### src/rtl/control_unit.sv
// Multicycle RV64I control FSM with run/halt control and an illegal-opcode trap.
// Optional performance counters are built only when CONTROL_UNIT_PERF_CNT_EN is defined.
module control_unit #(
  parameter int RESET_STATE_IDLE = 1
) (
  input  logic        CLK,
  input  logic        RST_N,
  input  logic        run,
  input  logic [6:0]  opcode,
  output logic        WE_RF,
  output logic        WE_MEM,
  output logic [1:0]  RF_din_sel,
  output logic        ULA_din2_sel,
  output logic        load_pc,
  output logic        load_ir,
  output logic        pc_next_sel,
  output logic        pc_adder_sel,
  output logic        halted,
  output logic        trap,
  output logic        instr_done,
  output logic [31:0] cycle_cnt,
  output logic [31:0] instret_cnt
);

  localparam logic [6:0] OPC_OP       = 7'b0110011;
  localparam logic [6:0] OPC_OP32     = 7'b0111011;
  localparam logic [6:0] OPC_OPIMM    = 7'b0010011;
  localparam logic [6:0] OPC_OPIMM32  = 7'b0011011;
  localparam logic [6:0] OPC_LOAD     = 7'b0000011;
  localparam logic [6:0] OPC_STORE    = 7'b0100011;
  localparam logic [6:0] OPC_BRANCH   = 7'b1100011;
  localparam logic [6:0] OPC_JAL      = 7'b1101111;
  localparam logic [6:0] OPC_JALR     = 7'b1100111;
  localparam logic [6:0] OPC_LUI      = 7'b0110111;
  localparam logic [6:0] OPC_AUIPC    = 7'b0010111;

  typedef enum logic [2:0] {
    S_IDLE,
    S_FETCH,
    S_DECODE,
    S_EXEC,
    S_MEMRD,
    S_TRAP
  } state_t;

  state_t r_state;
  logic   w_legal;

  always_comb begin
    case (opcode)
      OPC_OP, OPC_OP32, OPC_OPIMM, OPC_OPIMM32, OPC_LOAD, OPC_STORE,
      OPC_BRANCH, OPC_JAL, OPC_JALR, OPC_LUI, OPC_AUIPC: w_legal = 1'b1;
      default:                                           w_legal = 1'b0;
    endcase
  end

  // run only matters in IDLE and on retiring cycles, so a halt never aborts an instruction.
  always_ff @(posedge CLK or negedge RST_N) begin
    if (!RST_N) begin
      r_state <= (RESET_STATE_IDLE != 0) ? S_IDLE : S_FETCH;
    end else begin
      case (r_state)
        S_IDLE:   if (run) r_state <= S_FETCH;
        S_FETCH:  r_state <= S_DECODE;
        S_DECODE: r_state <= w_legal ? S_EXEC : S_TRAP;
        S_EXEC: begin
          if (opcode == OPC_LOAD) r_state <= S_MEMRD;
          else                    r_state <= run ? S_FETCH : S_IDLE;
        end
        S_MEMRD:  r_state <= run ? S_FETCH : S_IDLE;
        S_TRAP:   r_state <= S_TRAP;
        default:  r_state <= S_TRAP;
      endcase
    end
  end

  always_comb begin
    WE_RF        = 1'b0;
    WE_MEM       = 1'b0;
    RF_din_sel   = 2'b00;
    ULA_din2_sel = 1'b0;
    load_pc      = 1'b0;
    load_ir      = 1'b0;
    pc_next_sel  = 1'b0;
    pc_adder_sel = 1'b0;
    halted       = (r_state == S_IDLE);
    trap         = (r_state == S_TRAP);
    case (r_state)
      S_FETCH: load_ir = 1'b1;
      S_EXEC: begin
        case (opcode)
          OPC_OP, OPC_OP32: begin
            WE_RF      = 1'b1;
            RF_din_sel = 2'b01;
            load_pc    = 1'b1;
          end
          OPC_OPIMM, OPC_OPIMM32, OPC_LUI: begin
            WE_RF        = 1'b1;
            RF_din_sel   = 2'b01;
            ULA_din2_sel = 1'b1;
            load_pc      = 1'b1;
          end
          OPC_AUIPC: begin
            WE_RF      = 1'b1;
            RF_din_sel = 2'b11;
            load_pc    = 1'b1;
          end
          OPC_JAL, OPC_JALR: begin
            WE_RF        = 1'b1;
            RF_din_sel   = 2'b10;
            pc_next_sel  = 1'b1;
            pc_adder_sel = (opcode == OPC_JALR);
            load_pc      = 1'b1;
          end
          OPC_BRANCH: begin
            pc_next_sel = 1'b1;
            load_pc     = 1'b1;
          end
          OPC_STORE: begin
            ULA_din2_sel = 1'b1;
            WE_MEM       = 1'b1;
            load_pc      = 1'b1;
          end
          OPC_LOAD: ULA_din2_sel = 1'b1;
          default: ;
        endcase
      end
      S_MEMRD: begin
        ULA_din2_sel = 1'b1;
        WE_RF        = 1'b1;
        load_pc      = 1'b1;
      end
      default: ;
    endcase
  end

  assign instr_done = load_pc;

`ifdef CONTROL_UNIT_PERF_CNT_EN
  logic [31:0] r_cycleCnt;
  logic [31:0] r_instretCnt;

  // IDLE and TRAP are not active cycles; both counters wrap naturally.
  always_ff @(posedge CLK or negedge RST_N) begin
    if (!RST_N) begin
      r_cycleCnt   <= 32'd0;
      r_instretCnt <= 32'd0;
    end else begin
      if (r_state != S_IDLE && r_state != S_TRAP) r_cycleCnt <= r_cycleCnt + 32'd1;
      if (instr_done) r_instretCnt <= r_instretCnt + 32'd1;
    end
  end

  assign cycle_cnt   = r_cycleCnt;
  assign instret_cnt = r_instretCnt;
`else
  assign cycle_cnt   = 32'd0;
  assign instret_cnt = 32'd0;
`endif

endmodule
### config.mk
export PLATFORM = sky130hd
export DESIGN_NAME = control_unit
export DESIGN_NICKNAME = d
export VERILOG_FILES = /design/src/rtl/control_unit.sv
export SDC_FILE = /design/constraint.sdc
export NUM_CORES = 1
export LEC_CHECK = 0
export CORE_MARGIN = 4
export CORE_UTILIZATION = 34
export DETAILED_ROUTE_END_ITERATION = 6
export GPL_TIMING_DRIVEN = 0
export PLACE_DENSITY_LB_ADDON = 0.12
export SYNTH_ARGS = -nofsm -noshare
export SYNTH_HDL_FRONTEND = slang
export SYNTH_SLANG_ARGS = --single-unit
### constraint.sdc
create_clock -name CLK -period 3.08 [get_ports CLK]
set_input_delay 0.616 -clock CLK [delete_from_list [all_inputs] [get_ports CLK]]
set_output_delay 0.616 -clock CLK [all_outputs]
set_load 0.05 [all_outputs]
Word level (Yosys, flattened, before mapping)
Index checks and enable logic that the tools add are counted.
{ "word_totals": {"reg_bits": 3, "latchBits": 0, "mem_bits_rw": 0, "rom_bits": 0, "inputBits": 10, "output_inout_bits": 76, "word_cells": 47, "n_memories": 0} }
{ "op_classes": {"add_sub_neg": 0, "n_mul": 0, "div_mod_pow": 0, "n_lt_le_gt_ge": 0, "eq_ne": 17, "shifts": 0, "mux": 21, "bitwise": 0, "reduce_logical": 8} }
{ "op_table": {"columns": ["cell", "count"], "rows": [
  ["$eq A7 B6 Y1 const B", 4],
  ["$eq A7 B5 Y1 const B", 3],
  ["$eq A7 B7 Y1 const B", 3],
  ["$pmux W3 S5", 1],
  ["$mux W1", 12],
  ["$reduce_or A11 Y1", 1],
  ["$reduce_or A10 Y1", 1],
  ["$reduce_or A5 Y1", 2],
  ["$mux W3", 3],
  ["$reduce_or A8 Y1", 1],
  ["$eq A7 B2 Y1 const B", 1],
  ["$eq A3 B2 Y1 const B", 2],
  ["$eq A3 B3 Y1 const B", 2],
  ["$pmux W1 S2", 3],
  ["$pmux W2 S3", 1],
  ["$eq A3 B1 Y1 const B", 1],
  ["$logic_not A3 Y1", 1],
  ["$reduce_or A3 Y1", 1],
  ["$mux W2", 1],
  ["$ne A2 B2 Y1 const B", 1],
  ["$reduce_or A2 Y1", 1]
]} }

Depth between registers and ports, before layout
{ "logic_depth": {"word_depth": 5, "mapped_depth": 6, "depth_no_buf": 3} }

Least setup slack after synthesis
Ideal clock, no wire load.
{ "synth_path": {"path_type": "input-to-output", "from": "input port opcode[4]", "to": "output port load_pc", "t_arrival_ns": 2.341, "t_required_ns": 2.464, "setup_slack_ns": 0.123, "path_stages": 5, "path_buffers": 2, "cell_sequence": "buf_2 nor2b_1 a211oi_1 a22oi_1 buf_4"} }
{ "synth_via": {"elab_chain_cells": 4, "elab_cells_between_ends": 13, "classes_between": "10 x eq/ne; 2 x mux; 1 x reduce/logical"} }
{ "synth_lines": {"columns": ["element", "line", "source"], "rows": [
  ["start, declared", "9", "input logic [6:0] opcode,"],
  ["$eq A7 B7 Y1, or another cell as far along", "91", "case (opcode)"],
  ["$reduce_or A10 Y1 (no source line) *", null, null],
  ["$mux W1 *", "91", null],
  ["$pmux W1 S2 *", "88", "case (r_state)"],
  ["end, declared", "14", "output logic load_pc,"]
]} }
Every way passes the cells marked *; elsewhere a longest branch is shown, timed or not.

Final worst setup path
{ "layout_path": {"from": "input port opcode[0]", "to": "output port pc_next_sel"} }
{ "layout_via": {"elab_chain_cells": 4, "elab_cells_between_ends": 6, "classes_between": "3 x eq/ne; 2 x mux; 1 x reduce/logical"} }
{ "layout_lines": {"columns": ["element", "line", "source"], "rows": [
  ["$eq A7 B7 Y1", "91", null],
  ["$reduce_or A3 Y1 (no source line) *", null, null],
  ["$mux W1 *", "91", null],
  ["$mux W1 *", "88", null],
  ["end, declared", "16", "output logic pc_next_sel,"]
]} }
Marks and branches as above.

==> out/qor.tcl <==
set qor(status) {complete, no violations}
set qor(syn_area_per_cell_um2) 7.75
set qor(share_of_synthesized_registers_carrying_an_async_set_or_reset) 1.00
set qor(avgViaCountPerCell) 3.59
set qor(wire_per_inst_um) 8.51
set qor(post-synth-top-area-fraction) 0.500
set qor(globalRoute.totalOverflow) 0
set qor(critical_path.max_fanout) 8
set qor(power.density_cell_area_mw_per_mm2) 492
set qor(yosysWarningCount) 0
set qor(antenna_found_initial) 0
set qor(report.power.total_mw) 0.718
set qor(swShare) 0.596
set qor(fillerInstances) 275
set qor(rr_startpoint) {r_state[2]$_DFFE_PN0P_}
set qor(p_switching_mw) 0.427
set qor(synthDominantAreaCellType) {buf_4}
set qor(critical_path_required_ns) 2.46
set qor(fin_skew_ns) 0.00155
set qor(drv.max_cap_violation_count) 0
set qor(drv_slew) 0
set qor(worstSetupStartpointType) {input pin}
set qor(clock_sink_count) 3
set qor(ratio_of_cells_with_drive_above_1_in_the_final_layout) 0.427
set qor(root_buffer) {clkbuf_4}
set qor(wire_length_of_the_first_global_routing_pass_mm) 3.09
set qor(clk_path_buf_depth) 2
set qor(setup_ws_ns) 0.0422
set qor(first_iter_violations) 17
set qor(worstSkewPairLatency_ns) 0.24
set qor(critical_path.endpoint_type) {primary output}
set qor(dominantRegCellSynth) {dfrtp_1}
set qor(cts_hold_buf) 0
set qor(worst_hold_path_type) {input pin to asynchronous set/reset pin}
set qor(mostFrequentLayoutCells) {66 x buf_4, 64 x conb_1, 11 x clkdlybuf4s50_1}
set qor(place.detailed.instances) 240
set qor(clkSlewWorstSetupHoldPaths_ns) 0.04
set qor(largest_register) {r_state}
set qor(critPathArrivalTime_ns) 2.42
set qor(timing.reg2reg.worst_path_depth) 3
set qor(groute.usage.overall) 0.104
set qor(routabilityCongestion) 0.841
set qor(instances_no_fill) 244
set qor(hold_violations) 0
set qor(synth.top_cells.by_area) {buf_4 50%, dfrtp_1 7.7%, buf_6 5.8%, nor3b_1 3.1%, nand2_1 2.7%}
set qor(synth-seq-area-share) 0.0769
set qor(power.sequential.fraction) 0.099
set qor(cts_htree_levels) 1
set qor(synth-edff-count) 0
set qor(power_report.internal_total_mw) 0.290
set qor(synth.ff_latch_count) 3
set qor(starting_density_of_the_core) 0.354
set qor(setup_violating_endpoint_count_in_the_final_report) 0
set qor(vias) 877
set qor(drc_violation_count_after_routing) 0
set qor(number_of_buffers_created_by_cts) 3
set qor(placement.setup.worst_slack_ns) -0.404
set qor(detailed_place.area_mm2) 0.00145
set qor(tritoncts) {built}
set qor(std_cell_rows) 19
set qor(number_of_flip_flops_under_the_largest_register_name) 3
set qor(io_buffers) 20
set qor(relSlewSlack) 0.666
set qor(layout.cell_area.non_filler_mm2) 0.00146
set qor(synth.cell_area_um2) 976
set qor(first_pass_iters) 4
set qor(worstReg2RegEnd) {r_state[2]$_DFFE_PN0P_}
set qor(biggestRegsByFlops) {r_state (3)}
set qor(synth_cell_type_count) 32
set qor(place.detailed.hpwl_mm) 1.84
set qor(mostFrequentLayoutCell) {buf_4}
set qor(area_growth_pct) 49.5
set qor(register_area_um2) 75.1
set qor(first_global_vias) 742
set qor(reg_to_reg_setup_timing_slack_ns) 2.08
set qor(peakVddDrop_mv) 0.413
set qor(design.die.area_mm2) 0.00379
set qor(cellLeakagePower_nw) 0.840
set qor(detail_route.wirelength_mm) 2.08
set qor(fmaxAchievable_mhz) 329
set qor(multi_input_area_um2) 587
set qor(pin_count_of_the_biggest_net_entering_global_routing) 11
set qor(power_frac_clock) 0.098
set qor(comb_pwr_share) 0.803
set qor(timing.final.crit_period_ns) 3.04
set qor(antenna_diode_count) 0
set qor(design.portCount) 86
set qor(rsz0062_at_grt) {no}
set qor(synthesis.instances) 126
set qor(finalNetCount) 224
set qor(final.period_utilization) 0.986
set qor(utilization) 0.529
set qor(worst_margin_slew_ns) 0.499
set qor(design.core.area_mm2) 0.00276
set qor(floorplan.die.height_um) 61.6
set qor(die-width_um) 61.6
set qor(worstSetupPathType) {input pin to primary output}
set qor(ant_nets) 0
## area by class of cell
class / count / share of cell area
Buffer: 71 / 0.377
Clock buffer: 4 / 0.0180
Inverter: 1 / 0.00257
Multi-Input combinational cell: 114 / 0.402
Sequential cell: 3 / 0.0515
Tap cell: 31 / 0.0266
Timing Repair Buffer: 20 / 0.123
## metrics by stage
step | hold slack [ns] | setup TNS (ns)
after floorplan | 0.320 | 0
after global placement | 0.598 | -2.37
after detailed placement | 0.601 | -2.47
after CTS | 0.559 | 0
after global routing | 0.561 | 0
final | 0.561 | 0
## worst max-delay path, stage by stage
cell             delay [ns]
clkdlybuf4s50_1        0.52
nand2_1                0.08
or3_1                  0.32
buf_6                  0.15
a211oi_2               0.19
clkdlybuf4s15_1        0.53
## Yosys cell counts, types with 2 or more instances
| master | count |
|---|---|
| and4b_1 | 2 |
| nor2_1 | 7 |
| dfrtp_1 | 3 |
| buf_4 | 65 |
| buf_6 | 5 |
| a21oi_1 | 2 |
| nor2b_1 | 2 |
| nor3b_1 | 4 |
| nor3_1 | 4 |
| a211oi_2 | 2 |
| a31o_2 | 2 |
| a211oi_1 | 2 |
| nand2_1 | 7 |
## cells by family after synthesis
logic type             share of synthesized area
AO/OA/AOI/OAI                              0.126
XOR/XNOR                                 0.00898
buffers and inverters                      0.567
flip-flops                                0.0769
other                                    0.00384
AND/OR/NAND/NOR                            0.218
## worst max path at each step
stage,slack (ns),from,end,cells past startpoint
after CTS,0.003,opcode[4],RF_din_sel[1],6
after global routing,0.01,opcode[0],pc_next_sel,6
after floorplan,0.12,opcode[4],load_pc,5
final,0.04,opcode[0],pc_next_sel,6
after detailed placement,-0.40,opcode[0],load_pc,7
after global placement,-0.38,opcode[0],load_pc,7
## power groups by stage
stage	logic, mW	registers (mW)	clock network (mW)
after floorplan	0.488	0.0682	0
after CTS	0.575	0.0718	0.0728
after detailed placement	0.582	0.0713	0
after global routing	0.613	0.0738	0.0776
after global placement	0.576	0.0711	0
final	0.576	0.0710	0.0705
## per-layer routing
| layer | part of all wire | GRT usage | vias to the layer above |
|---|---|---|---|
| met2 | 0.53 | 0.190 | 48 |
| met3 | 0.13 | 0.0231 | 3 |
| met1 | 0.33 | 0.115 | 362 |
| met5 | 0 | 0 | - |
| met4 | 0.012 | 0.0424 | 0 |
| li1 | - | - | 464 |
## repair_timing
| action | in CTS | in global routing |
|---|---|---|
| setup buffers | 0 | 0 |
| gates resized for setup | 16 | 10 |
| endpoints found under the setup margin | 9 | 6 |
| pin swaps | 0 | 0 |
No activity file was read; power rests on OpenSTA's default activity.
